<file path="config.mk">
export PLATFORM = sky130hd
export DESIGN_NAME = cordic_vector_post
export DESIGN_NICKNAME = d
export VERILOG_FILES = /design/src/rtl/cordic_vector_post.sv
export SDC_FILE = /design/constraint.sdc
export NUM_CORES = 1
export LEC_CHECK = 0
export CORE_UTILIZATION = 50
export DETAILED_ROUTE_END_ITERATION = 12
export PLACE_DENSITY = 0.71
export SLEW_MARGIN = 20
export SYNTH_ARGS = -nofsm -noshare
export SYNTH_HDL_FRONTEND = slang
export SYNTH_SLANG_ARGS = --single-unit
</file>
<file path="constraint.sdc">
create_clock -name clk -period 5.6 [get_ports clk]
set_input_delay 1.68 -clock clk [delete_from_list [all_inputs] [get_ports clk]]
set_output_delay 1.68 -clock clk [all_outputs]
set_load 0.01 [all_outputs]
</file>
<file path="src/rtl/cordic_vector_post.sv">
// Post-processing for a vectoring-mode CORDIC: removes the CORDIC gain from X,
// converts the Z angle to a 16-bit binary-angle phase and queues results in a small FIFO.
module cordic_vector_post #(
    parameter int DEPTH = 4
) (
    input  logic                     clk,
    input  logic                     reset,
    input  logic                     in_valid,
    input  logic [15:0]              X_i,
    input  logic [15:0]              Z_i,
    output logic                     out_valid,
    input  logic                     out_ready,
    output logic [15:0]              mag_o,
    output logic [15:0]              phase_o,
    output logic                     neg_err_o,
    output logic [$clog2(DEPTH):0]   level_o,
    output logic                     ovf_o
);

    localparam int DATA_W = 16;
    localparam int COEF_W = 16;
    localparam int PROD_W = DATA_W + COEF_W;
    localparam int AW     = $clog2(DEPTH);
    localparam int ENT_W  = 2 * DATA_W + 1;

    localparam logic signed [COEF_W-1:0] GAIN_COEF  = 16'sh26DD;
    localparam logic signed [COEF_W-1:0] ANGLE_COEF = 16'sh517D;
    localparam logic signed [PROD_W-1:0] HALF_LSB   = 32'sh0000_2000;

    // Round-half-up of a Q*.28 product back to Q*.14, truncated to DATA_W bits.
    function automatic logic [DATA_W-1:0] round_q14(input logic signed [PROD_W-1:0] p);
        logic signed [PROD_W-1:0] s;
        s = p + HALF_LSB;
        return DATA_W'(s >>> 14);
    endfunction

    // A vectoring CORDIC should never yield negative X; treat it as a fault and clamp.
    function automatic logic [DATA_W-1:0] clamp_mag(input logic signed [DATA_W-1:0] x,
                                                    input logic [DATA_W-1:0]        rounded);
        return x[DATA_W-1] ? '0 : rounded;
    endfunction

    logic                     vld_p1;
    logic signed [DATA_W-1:0] x_p1;
    logic signed [DATA_W-1:0] z_p1;

    logic                     vld_p2;
    logic [DATA_W-1:0]        mag_p2;
    logic [DATA_W-1:0]        phase_p2;
    logic                     neg_p2;

    logic signed [PROD_W-1:0] gain_prod;
    logic signed [PROD_W-1:0] angle_prod;

    // ---- S1: input capture ----
    always_ff @(posedge clk or negedge reset) begin
        if (!reset) begin
            vld_p1 <= 1'b0;
            vld_p2 <= 1'b0;
        end else begin
            vld_p1 <= in_valid;
            vld_p2 <= vld_p1;
        end
    end

    always_ff @(posedge clk) begin
        x_p1 <= X_i;
        z_p1 <= Z_i;
    end

    // ---- S2: gain compensation and radian-to-binary-angle conversion ----
    always_comb begin
        gain_prod  = PROD_W'(x_p1) * PROD_W'(GAIN_COEF);
        angle_prod = PROD_W'(z_p1) * PROD_W'(ANGLE_COEF);
    end

    always_ff @(posedge clk) begin
        mag_p2   <= clamp_mag(x_p1, round_q14(gain_prod));
        phase_p2 <= round_q14(angle_prod);
        neg_p2   <= x_p1[DATA_W-1];
    end

    // ---- S3: output FIFO ----
    logic [AW:0]      wr_ptr;
    logic [AW:0]      rd_ptr;
    logic [AW:0]      level;
    logic             full;
    logic             push;
    logic             pop;
    logic             drop;
    logic [ENT_W-1:0] mem [DEPTH];
    logic [ENT_W-1:0] head;

    always_comb begin
        level = wr_ptr - rd_ptr;
        full  = (level == (AW+1)'(DEPTH));
        pop   = out_valid & out_ready;
        // When full, a same-cycle pop frees the slot the new entry lands in.
        push  = vld_p2 & (~full | out_ready);
        drop  = vld_p2 & full & ~out_ready;
    end

    always_ff @(posedge clk or negedge reset) begin
        if (!reset) begin
            wr_ptr <= '0;
            rd_ptr <= '0;
            ovf_o  <= 1'b0;
        end else begin
            if (push) wr_ptr <= wr_ptr + 1'b1;
            if (pop)  rd_ptr <= rd_ptr + 1'b1;
            if (drop) ovf_o  <= 1'b1;
        end
    end

    always_ff @(posedge clk) begin
        if (push) mem[wr_ptr[AW-1:0]] <= {neg_p2, phase_p2, mag_p2};
    end

    // Head fields are gated so outputs read as zero whenever the FIFO is empty.
    always_comb begin
        head      = mem[rd_ptr[AW-1:0]];
        out_valid = (level != '0);
        level_o   = level;
        mag_o     = out_valid ? head[DATA_W-1:0]          : '0;
        phase_o   = out_valid ? head[2*DATA_W-1:DATA_W]   : '0;
        neg_err_o = out_valid ? head[ENT_W-1]             : 1'b0;
    end

endmodule

</file>
==> impl_metrics.py <==
metrics = {
    "synthesis": {
        "synth_ff_type": "edfxtp_1",
        "yosysWarnings": 0,
        "yosys.area_share.simple": 0.04071,
        "ys_ff_latch": 206,
        "syn_avg_cell_area_sq_um": 12.56,
        "synthAdderAreaFrac": 0.4280,
        "synth_xor_xnor_area_share": 0.03078,
        "synthArstFlopShare": 0.04369,
        "synth_edf_count": 132,
        "synth.yosys.seq_area_share": 0.3327,
        "synth_compound_area_frac": 0.04579,
        "syn_nets": 1794,
        "syn_inst": 1314,
        "yosysUniqueCellTypes": 52,
        "synth_top_family_by_area": "adder cells",
        "muxShareOfSynthArea": 0.04882,
        "syn_area_sq_um": 16500,
    },
    "place": {
        "gp_congestion": 0.8980,
        "placed_area_sq_um": 17990,
        "io_buffers": 73,
        "place.detailed.hpwl_um": 24340,
    },
    "cells_and_area": {
        "final_cell_mix": "inv_1 (302), ha_1 (237), fa_1 (201), edfxtp_1 (132), clkdlybuf4s50_1 (73)",
        "nets": 1914,
        "drive_gt1_frac": 0.09931,
        "area_delta_synth_final_pct": 14.30,
        "fin_area_sq_um": 18860,
        "mostFrequentLayoutCell": "inv_1",
        "antenna_cells": 0,
        "fillers": 2662,
    },
    "critical_path": {
        "crit_required_ns": 5.99,
        "cp-end-kind": "flop",
        "crit_type": "reg -> reg",
        "cp_common_cell": "fa_1",
        "cp-start-kind": "flop",
        "reg2reg_from": "x_p1[13]",
        "cp.arrival_ns": 5.78,
        "slowest_stage": "fa_1",
        "r2r_end": "mag_p2[13]",
        "rr_worst_depth": 17,
        "path_cells": "ha_1 -> fa_1 -> fa_1 -> fa_1 -> fa_1 -> inv_1 -> fa_1 -> inv_1 -> ha_1 -> a21o_1 -> a21o_1 -> a21oi_1 -> o31ai_2 -> a311o_2 -> a211oi_4 -> nor4_1 -> o21bai_1",
        "reg2reg_slack_ns": 0.21,
        "worstPathMaxFanout": 5,
        "slowest_delay_ns": 0.52,
    },
    "floorplan": {
        "std_cell_rows": 66,
        "initial_core_util": 0.5073,
        "dieArea_sq_um": 33740,
        "die_w_um": 183.7,
        "io_pins": 74,
        "coreArea_sq_um": 32540,
        "die_height_um": 183.7,
    },
    "cts": {
        "insertion_delay_ns": 0.52,
        "numClockSinks": 206,
        "clk_path_buf_depth": 3,
        "numCtsBuffers": 22,
        "path_clk_slew_ns": 0.06,
        "cts_tree": "yes",
        "hold_buffers": 0,
        "cts-root-buf": "clkbuf_16",
        "cts_max_level": 1,
    },
    "global_route": {
        "grt_start_max_net_pins": 36,
        "grt_pass1_vias": 10350,
        "gr-total-overflow": 0,
        "grtUsageTotal": 0.1963,
        "grt_pass1_wl_um": 51910,
        "antenna_found_initial": 0,
    },
    "route": {
        "viasPerCell": 4.930,
        "wl_per_cell_um": 16.06,
        "initialDrtViolationCount": 334,
        "num_vias": 9327,
        "wl_um": 30390,
        "dr.pass1.iters": 4,
        "postRouteAntennaNets": 0,
        "drc": 0,
    },
    "timing": {
        "finalCriticalPeriod_ns": 5.390,
        "fin_skew_ns": 0.02656,
        "period_share": 0.9625,
        "slew_viol_final": 0,
        "relSlewSlack": 0.5375,
        "rsz0062_at_grt": "yes",
        "setup_viol": 0,
        "hold_viol": 0,
        "max_slew.worst_pin.slew_ns": 0.6938,
        "max_freq_ghz": 0.1855,
    },
    "worst_hold_path": {
        "min_to": "vld_p2",
        "hp-start": "vld_p1",
        "hold_class": "reg -> reg",
        "hold_depth": 0,
    },
    "status": {
        "outcome": "finished, final reports clean",
    },
    "flow_run": {
        "maxCapViolCount": 0,
    },
}
==> layout make-up <==
class / count / area (sq um) / share of cell area
repair buffers: 113 / 1031 / 0.05465
clock buffers: 33 / 653.1 / 0.03462
multi-input cells: 789 / 9911 / 0.5254
inverters: 302 / 1134 / 0.06009
flip-flops and latches: 206 / 5505 / 0.2918
well taps: 442 / 553.0 / 0.02932
clock inverters: 7 / 77.57 / 0.004112
==> synthesized netlist by cell type, types with 4 or more instances <==
cell	count	area, sq um
inv_1	302	1134
edfxtp_1	132	3964
clkbuf_1	12	45.04
a21oi_1	37	185.2
o21bai_1	5	37.54
dfrtp_1	9	225.2
a31oi_1	5	31.28
a31o_2	4	35.03
nand3_1	10	50.05
ha_1	243	3040
xnor2_1	35	306.5
nand2_1	24	90.09
dfxtp_1	65	1301
nor2_1	34	127.6
o2111ai_1	4	35.03
xor2_1	23	201.4
mux2i_1	4	40.04
fa_1	201	4024
nor3_1	5	25.02
o21a_1	4	30.03
mux4_2	33	743.2
nor2b_1	5	31.28
a21o_1	16	120.1
nand4_1	7	43.79
o21ai_0	21	105.1
and2_1	37	231.5
==> state kept, by name, indices dropped and copies added (netlist names) <==
signal    count
mag_p2       16
mem         132
neg_p2        1
ovf_o         1
phase_p2     16
rd_ptr        3
vld_p1        1
vld_p2        1
wr_ptr        3
x_p1         16
z_p1         16
==> worst max path at each step <==
stage / depth (start not counted) / endpoint / start
floorplan: 18 / mag_p2[13] / x_p1[15]
global placement: 19 / mag_p2[15] / x_p1[10]
detailed placement: 17 / mag_p2[15] / x_p1[6]
CTS: 17 / mag_p2[15] / x_p1[5]
global route: 20 / mag_p2[13] / x_p1[12]
finish: 17 / mag_p2[13] / x_p1[13]
==> timing repair <==
item / in CTS / in global routing
gates resized for setup: 0 / 24
setup buffers: 0 / 3
setup endpoints to repair: 0 / 9
==> metrics by stage <==
| stage | hold WS, ns | TNS (ns) | util | std cells | worst slack (ns) |
|---|---|---|---|---|---|
| after CTS | 0.3674 | 0 | 0.5755 | 1889 | 0.05375 |
| after global routing | 0.3746 | -0.03404 | 0.5798 | 1892 | -0.02763 |
| after floorplan | 0.3312 | 0 | - | 1314 | 0.04961 |
| after detailed placement | 0.3538 | 0 | 0.5530 | 1849 | 0.04879 |
| after global placement | 0.3377 | 0 | 0.5530 | 1849 | 0.1056 |
| final | 0.3604 | 0 | 0.5798 | 1892 | 0.2098 |
==> logic make-up after synthesis <==
group / after synthesis
mux: 39
xor+xnor: 58
flops: 206
compound gates: 115
simple gates: 133
buf+inv: 319
fa+ha+maj: 444
==> worst max-delay path, delay by kind of cell (launching register included) <==
family	cells	cell delay, ns
AOI/OAI and AO/OA	7	1.53
adders and majority gates	7	3.12
buffers and inverters	2	0.09
DFF	1	0.47
and+or+nand+nor	1	0.08
==> per-layer routing <==
layer,vias up,global-route usage,part of all wire
li1,4553,-,-
met1,4601,0.2666,0.46
met2,131,0.3374,0.48
met3,42,0.02338,0.032
met4,0,0.04533,0.022
met5,-,0,0
Power is not shown: default switching activity piles up to over one toggle a cycle in this logic, so the estimate is an artifact.
